### src/rtl/regu_sp_ramp.sv
// regu_sp_ramp: slew-rate-limited set-point generator.
//
// Moves o_set_point from its present value toward a loaded target in steps
// of at most i_step, one step every i_period+2 cycles. While the ramp runs,
// o_regu_en stays low, so the downstream regulation monitor never judges an
// intermediate value. An interlock trip forces the set point to zero and
// latches until it is cleared.
//
// Ports:
//   i_clk           system clock
//   i_rst           asynchronous reset, active low
//   i_target        requested final set point (signed)
//   i_step          step magnitude per update (unsigned, 0 = jump)
//   i_period        wait cycles between updates (unsigned)
//   i_load          pulse: latch i_target and start or retarget the ramp
//   i_abort         stop the ramp and hold the present output
//   i_intl          interlock trip: force output to zero and latch
//   i_clr           clear the interlock latch (ignored while i_intl is high)
//   o_set_point     present set point (signed, registered)
//   o_busy          high in WAIT or STEP
//   o_done          one-cycle pulse when the target is reached
//   o_regu_en       enable for the regulation check
//   o_intl_latched  interlock latched; loads are blocked while high
//   o_state         current FSM state (IDLE=0, WAIT=1, STEP=2, DONE=3)
//
// Control priority each cycle: i_intl > i_abort > i_load > sequencing.
module regu_sp_ramp (
  input  logic        i_clk,
  input  logic        i_rst,
  input  logic [31:0] i_target,
  input  logic [31:0] i_step,
  input  logic [31:0] i_period,
  input  logic        i_load,
  input  logic        i_abort,
  input  logic        i_intl,
  input  logic        i_clr,
  output logic [31:0] o_set_point,
  output logic        o_busy,
  output logic        o_done,
  output logic        o_regu_en,
  output logic        o_intl_latched,
  output logic [1:0]  o_state
);

  typedef enum logic [1:0] {
    ST_IDLE = 2'd0,
    ST_WAIT = 2'd1,
    ST_STEP = 2'd2,
    ST_DONE = 2'd3
  } state_e;

  state_e      state_q, state_d;
  logic [31:0] set_point_q, set_point_d;
  logic [31:0] tgt_buf_q, tgt_buf_d;
  logic [31:0] wait_cnt_q, wait_cnt_d;
  logic        intl_latched_q, intl_latched_d;

  // 33-bit difference so that extreme targets cannot wrap; bit 32 is the sign.
  logic [32:0] diff;
  logic [32:0] diff_mag;
  logic        step_final;

  always_comb begin
    diff       = {tgt_buf_q[31], tgt_buf_q} - {set_point_q[31], set_point_q};
    diff_mag   = diff[32] ? (33'd0 - diff) : diff;
    // A zero step means "jump": the first update lands on the target.
    step_final = (i_step == 32'd0) || (diff_mag <= {1'b0, i_step});
  end

  always_comb begin
    state_d        = state_q;
    set_point_d    = set_point_q;
    tgt_buf_d      = tgt_buf_q;
    wait_cnt_d     = wait_cnt_q;
    intl_latched_d = intl_latched_q;

    if (i_clr && !i_intl) begin
      intl_latched_d = 1'b0;
    end

    if (i_intl) begin
      state_d        = ST_IDLE;
      set_point_d    = 32'd0;
      tgt_buf_d      = 32'd0;
      wait_cnt_d     = 32'd0;
      intl_latched_d = 1'b1;
    end else if (i_abort) begin
      // Target collapses onto the held output so o_regu_en reasserts.
      state_d    = ST_IDLE;
      tgt_buf_d  = set_point_q;
      wait_cnt_d = 32'd0;
    end else if (i_load && !intl_latched_q) begin
      // Same path for a fresh load and a retarget: the ramp restarts its
      // interval from the current output and skips any step this cycle.
      tgt_buf_d  = i_target;
      wait_cnt_d = 32'd0;
      state_d    = (i_target == set_point_q) ? ST_DONE : ST_WAIT;
    end else begin
      case (state_q)
        ST_IDLE: begin
          state_d = ST_IDLE;
        end
        ST_WAIT: begin
          if (wait_cnt_q >= i_period) begin
            state_d    = ST_STEP;
            wait_cnt_d = 32'd0;
          end else begin
            wait_cnt_d = wait_cnt_q + 32'd1;
          end
        end
        ST_STEP: begin
          if (step_final) begin
            set_point_d = tgt_buf_q;
            state_d     = ST_DONE;
          end else begin
            set_point_d = diff[32] ? (set_point_q - i_step) : (set_point_q + i_step);
            state_d     = ST_WAIT;
          end
        end
        ST_DONE: begin
          state_d = ST_IDLE;
        end
        default: begin
          state_d = ST_IDLE;
        end
      endcase
    end
  end

  always_ff @(posedge i_clk or negedge i_rst) begin
    if (!i_rst) begin
      state_q        <= ST_IDLE;
      set_point_q    <= 32'd0;
      tgt_buf_q      <= 32'd0;
      wait_cnt_q     <= 32'd0;
      intl_latched_q <= 1'b0;
    end else begin
      state_q        <= state_d;
      set_point_q    <= set_point_d;
      tgt_buf_q      <= tgt_buf_d;
      wait_cnt_q     <= wait_cnt_d;
      intl_latched_q <= intl_latched_d;
    end
  end

  // All outputs decode registers only; nothing passes straight from inputs.
  assign o_set_point    = set_point_q;
  assign o_busy         = (state_q == ST_WAIT) || (state_q == ST_STEP);
  assign o_done         = (state_q == ST_DONE);
  assign o_regu_en      = (state_q == ST_IDLE) && !intl_latched_q && (set_point_q == tgt_buf_q);
  assign o_intl_latched = intl_latched_q;
  assign o_state        = state_q;

endmodule

### config.mk
export PLATFORM = sky130hd
export DESIGN_NAME = regu_sp_ramp
export DESIGN_NICKNAME = d
export VERILOG_FILES = /design/src/rtl/regu_sp_ramp.sv
export SDC_FILE = /design/constraint.sdc
export NUM_CORES = 1
export LEC_CHECK = 0
export CORE_MARGIN = 2
export CORE_UTILIZATION = 40
export CTS_CLUSTER_DIAMETER = 40
export DETAILED_ROUTE_END_ITERATION = 8
export GPL_TIMING_DRIVEN = 0
export SETUP_SLACK_MARGIN = 0.15
export SLEW_MARGIN = 20
export SYNTH_ARGS = -nofsm -noshare
export SYNTH_HDL_FRONTEND = slang
export SYNTH_SLANG_ARGS = --single-unit
### constraint.sdc
create_clock -name i_clk -period 5.2 [get_ports i_clk]
set_input_delay 0.78 -clock i_clk [delete_from_list [all_inputs] [get_ports i_clk]]
set_output_delay 0.78 -clock i_clk [all_outputs]
set_load 0.05 [all_outputs]
After elaboration in Yosys (flattened, before gate mapping) --
Index checks and enable logic that the tools add are counted. W data, S select, Z words.
Operators by class: add/subtract/negate cells 5, magnitude comparators 2, equality and inequality tests 8, multiplexer cells 24, reduce and logical (&&, ||, !) cells 16
Operator list (count):
- $mux W32 | 14
- $eq A32 B32 Y1 | 2
- $le A33 B32 Y1 | 1
- $mux W33 | 1
- $sub A1 B33 Y33 const A | 1
- $sub A32 B32 Y33 | 1
- $add A32 B1 Y32 const B | 1
- $add A32 B32 Y32 | 1
- $ge A32 B32 Y1 | 1
- $logic_not A32 Y1 | 1
- $sub A32 B32 Y32 | 1
- $mux W2 | 6
- $pmux W2 S3 | 1
- $ne A5 B5 Y1 const B | 1
- $eq A2 B2 Y1 const B | 2
- $logic_and A1 B1 Y1 | 4
- $reduce_bool A2 Y1 | 2
- $reduce_bool A4 Y1 | 1
- $reduce_and A3 Y1 | 1
- $reduce_bool A3 Y1 | 1
- $eq A2 B1 Y1 const B | 1
- $logic_not A1 Y1 | 2
- $logic_not A2 Y1 | 1
- $logic_or A1 B1 Y1 | 2
- 4 further kinds | 5
Storage, ports and cells: bits in registers 99, input bits 102, output and inout port bits 38, logic and storage cells 60

Depth between registers and ports, before layout --
word-level depth 10, mapped depth 27, depth with buffers taken out 25

Least setup slack after synthesis --
Ideal clock, no wire load.
path kind reg2reg, start reg set_point_q[2], in the netlist o_set_point[2], end reg set_point_q[30], in the netlist o_set_point[30], library setup time 0.126 ns, data arrival time 5.772 ns, data required time 5.074 ns, setup slack -0.698 ns, stages on the path, launching flop included 25, path buffers 2, clock period less this slack 5.898 ns, path through dfrtp_1 > inv_1 > ha_1 > nor2b_4 > o31a_4 > o211ai_1 > o211ai_2 > a2111oi_0 > or2_2 > clkbuf_1 > clkbuf_1 > nor2_1 > xnor2_1 > ha_1 > o21ai_0 > a21oi_1 > o31a_1 > a41oi_1 > o31ai_1 > a41oi_1 > o21ai_0 > a31oi_1 > mux2i_1 > a31oi_1 > a221o_1
On the way: longest elaborated chain between the ends 10, elaborated cells between the ends (all ways) 13, those cells by class add/sub (4); order compare (1); mux (7); reduce/logical (1)
RTL lines:
- start, declared | RTL line 53 | logic [31:0] set_point_q, set_point_d;
- start signal, assigned | RTL line 139 | set_point_q <= set_point_d;
- $sub A32 B32 Y33 | RTL line 64 | diff = {tgt_buf_q[31], tgt_buf_q} - {set_point_q[31], set_point_q};
- $sub A1 B33 Y33 | RTL line 65 | diff_mag = diff[32] ? (33'd0 - diff) : diff;
- $mux W33 | RTL line 65
- $le A33 B32 Y1 | RTL line 67 | step_final = (i_step == 32'd0) || (diff_mag <= {1'b0, i_step});
- $logic_or A1 B1 Y1 | RTL line 67
- $mux W32 * | RTL line 112 | if (step_final) begin
- $mux W32 * | RTL line 99 | case (state_q)
- $mux W32 * | RTL line 92 | end else if (i_load && !intl_latched_q) begin
- $mux W32 * | RTL line 87 | end else if (i_abort) begin
- $mux W32 * | RTL line 81 | if (i_intl) begin
Mark *: on every way between the ends. The rest lies on a longest branch, timed or not. The select of a mux whose other input is x is not followed. A chain may end at the register's enable or synchronous reset.

Worst setup path after layout --
start reg set_point_q[14], in the netlist o_set_point[14], end reg set_point_q[10], in the netlist o_set_point[10]
On the way: longest elaborated chain between the ends 10, elaborated cells between the ends (all ways) 11, those cells by class add/sub (2); order compare (1); mux (7); reduce/logical (1)
RTL lines (RTL line):
- $sub A32 B32 Y33 * | 64
- $sub A1 B33 Y33 | 65
- $mux W33 | 65
- $le A33 B32 Y1 | 67
- $logic_or A1 B1 Y1 | 67
- $mux W32 * | 112
- $mux W32 * | 99
- $mux W32 * | 92
- $mux W32 * | 87
- $mux W32 * | 81
Marks and branches as above.

==> flow_summary_export.csv <==
group,metric,value,unit
placed_design,port_buffers,137,
global_route,grt_pass1_vias,11800,
critical_path,crit_path_max_incr_delay,0.53,ns
cts,htreeDepth,3,
global_route,grt_overflow,0,
floorplanning,core,29600,um^2
synth,synthesis.area,11900,um^2
drt,wl_per_cell,20.8,um
cts,clockBufferDepth,2,
timing,drv_slew,0,
timing,tightest_slew,0.752,ns
drt,firstDrtPassIters,6,
floorplanning,start_util,40.4,%
cells_and_area,area_delta_synth_final,30.5,%
timing,hold_slack,0.343,ns
timing,max-slew-margin-rel,49.4,%
pwr,p_sw_share,44.5,%
synth,ys_seq_area_share,20.7,%
pwr,clkPwrFrac,17.7,%
cts,clock_sinks,99,
timing,fin_ws,-0.261,ns
floorplanning,die_area,31300,um^2
placed_design,place.detailed.hpwl,35000,um
floorplanning,rows,63,
drt,wl_met2,20400,um
drt,drt-total-wl,45000,um
global_route,grt_max_degree,52,
pwr,cellLeakagePower,6.93,nW
worst_hold_path,hp-class,"primary input to async pin",
critical_path,path_max_fanout,5,
drt,wl_met3,2740,um
synth,ys_ff_latch,99,
drt,drt-met1-wl,20600,um
drt,ant_nets,0,
critical_path,worst-setup-path-type,"flop to flop",
timing,hold_viol,0,
timing,fin_skew,0.0113,ns
drt,drt_iter0_markers,1041,
timing,fin_crit,5.46,ns
status,status,"complete, but fails checks",
pwr,p_seq_share,18.4,%
cells_and_area,layout.nets,2004,
timing,fmax,0.183,GHz
global_route,grt_pass1_wl,67500,um
timing,rsz0062_at_grt,"yes",
critical_path,critPathSlowestCell,"or4b_4",
synth,synth_nets,1804,
synth,synth_cell_type_count,78,
floorplanning,die_w,177,um
critical_path,crit_required,5.43,ns
cells_and_area,fillers,2797,
pwr,finalPower,0.00452,W
run,maxCapViolCount,0,
cts,cts_made_buffers,9,
drt,num_vias,12600,
critical_path,arrival,5.69,ns
cts,worstSkewPairLatency,0.36,ns
synth,netlist_instances,1565,
global_route,grt.total_usage,28.1,%
synth,ys_warn_count,0,
cts,cts_tree,"done",
pwr,power.density,290,nW/um^2
pwr,ir_worst_vdd,140,uV
critical_path,cp-end-kind,"flop",
critical_path,r2r_setup_slack,-0.26,ns
timing,period_share,105,%
cts,cts-root-buf,"clkbuf_16",
drt,drc,0,
pwr,switchingPower,0.00201,W
cells_and_area,num_antenna_cells,0,
pwr,internal_power,0.00251,W
pwr,p_comb_share,63.9,%
synth,synth-main-ff-cell,"dfrtp_1",
global_route,antenna_found_initial,0,
placed_design,globalplace.congestion,0.987,
cts,clk_pin_slew_worst_paths,0.08,ns
status,failed_checks,"setup timing",
drt,drt-vias-per-instance,5.84,
drt,top_layer_used,"met4",
floorplanning,die_h,177,um
synth,synth-edff-count,0,
synth,syn_area_per_cell,7.63,um^2
cells_and_area,utilization,52.7,%
synth,synthArstFlopShare,100,%
timing,finalSetupViolCount,33,
cells_and_area,drive_gt1_share,14.5,%
critical_path,startpoint_type,"flop",
timing,setup_tns,-7.05,ns
floorplanning,io_pins,140,
per-stage QoR:
stage / cell area, um^2 / setup slack, ns / cells
floorplan: 12200 / 0.152 / 1565
global placement: 14100 / -1.22 / 2092
detailed placement: 14100 / -1.23 / 2093
CTS: 15100 / -0.285 / 2138
global route: 15600 / -0.473 / 2160
finish: 15600 / -0.261 / 2160
logic make-up (layout without fill, tap and decap cells):
logic type,after synthesis,after routing,share of synthesized area [%]
AO/OA/AOI/OAI,450,451,24.0
XOR/XNOR,143,143,10.5
adder cells (fa/ha/maj),137,137,14.5
buffers and inverters,181,385,5.91
flip-flops,99,99,20.7
multiplexers,34,34,2.87
AND/OR/NAND/NOR,521,521,21.5
critical path, delay by kind of cell, from the launching register on:
| kind | cells | cell delay [ns] |
|---|---|---|
| simple gates | 8 | 1.47 |
| xor+xnor | 2 | 0.27 |
| compound gates | 10 | 1.76 |
| buf+inv | 3 | 0.49 |
| fa+ha+maj | 2 | 0.63 |
| mux | 1 | 0.23 |
| flops | 1 | 0.46 |
flip-flops by register name, indices dropped and copies added (netlist names):
name            count
o_intl_latched      1
o_set_point        32
o_state             2
wait_cnt_q         32
tgt_buf_q          32
final cells by class:
class / count / area, um^2 / area share, %
multi-input combinational: 1286 / 9670 / 62.0
sequential: 99 / 2510 / 16.1
timing repair buffer: 189 / 1810 / 11.6
tap: 390 / 488 / 3.13
inverter: 126 / 473 / 3.03
buffer: 54 / 304 / 1.95
clock buffer: 9 / 225 / 1.44
clock inverter: 7 / 116 / 0.746
what timing repair did:
action	CTS	global route
buffers inserted	26	22
cloned	4	0
gates resized for setup	104	61
pin swaps	41	46
hold buffers	0	0
endpoints found under the setup margin	33	33
cells in the mapped netlist, types with 22 or more instances:
master | instances | area (um^2)
nand2_1 | 182 | 683
ha_1 | 135 | 1690
inv_1 | 126 | 473
o21ai_0 | 118 | 591
xnor2_1 | 104 | 911
nor2_1 | 101 | 379
dfrtp_1 | 99 | 2480
a21oi_1 | 90 | 450
and3_1 | 50 | 313
clkbuf_1 | 48 | 180
a21o_1 | 43 | 323
a211oi_1 | 41 | 308
xor2_1 | 39 | 342
nand4_1 | 33 | 206
o21ai_1 | 33 | 165
mux2i_1 | 32 | 320
nand3_1 | 30 | 150
nor3_1 | 30 | 150
o31ai_1 | 22 | 165
power groups by stage:
stage | clock network (W) | registers (W) | logic (W)
finish | 0.000801 | 0.000831 | 0.00288
global route | 0.000834 | 0.000834 | 0.00309
CTS | 0.000810 | 0.000830 | 0.00269
detailed placement | 0 | 0.000846 | 0.00236
global placement | 0 | 0.000846 | 0.00233
floorplan | 0 | 0.000862 | 0.00167
final timing paths:
check / to / from / cells after the start
max in group asynchronous: o_set_point[12] / i_rst / 2
min in group i_clk: wait_cnt_q[23] / wait_cnt_q[23] / 1
setup reg to reg: o_set_point[10] / o_set_point[14] / 26
hold reg to reg: wait_cnt_q[23] / wait_cnt_q[23] / 1
hold / removal: wait_cnt_q[17] / i_rst / 1
setup / recovery: o_set_point[10] / o_set_point[14] / 26
cells in the final DEF (no fill, tap or decap), types with 8 or more instances in the layout:
master,instances
nor2_1,96
a21oi_1,74
clkdlybuf4s50_1,136
o21ai_0,104
ha_4,13
nor2b_1,18
mux2i_1,31
and2_1,8
a31oi_1,20
a21o_1,43
xnor2_1,89
clkbuf_1,36
and3_1,50
nand2_1,179
nand4_1,33
inv_1,119
clkbuf_16,10
xnor2_2,13
xor2_1,37
o21ai_1,40
ha_1,119
o211ai_1,9
nor3_1,23
o21bai_1,9
o31ai_1,19
buf_4,49
dfrtp_1,76
nor4_1,12
a21oi_2,15
dfrtp_2,23
nand3_1,27
a211oi_1,39
routing by layer:
| metal | up-vias | global-route usage [%] |
|---|---|---|
| li1 | 6032 | - |
| met1 | 6043 | 39.6 |
| met2 | 477 | 44.8 |
| met3 | 69 | 3.48 |
| met4 | 0 | 9.02 |
| met5 | - | 0 |
(Power assumes the default switching activity.)
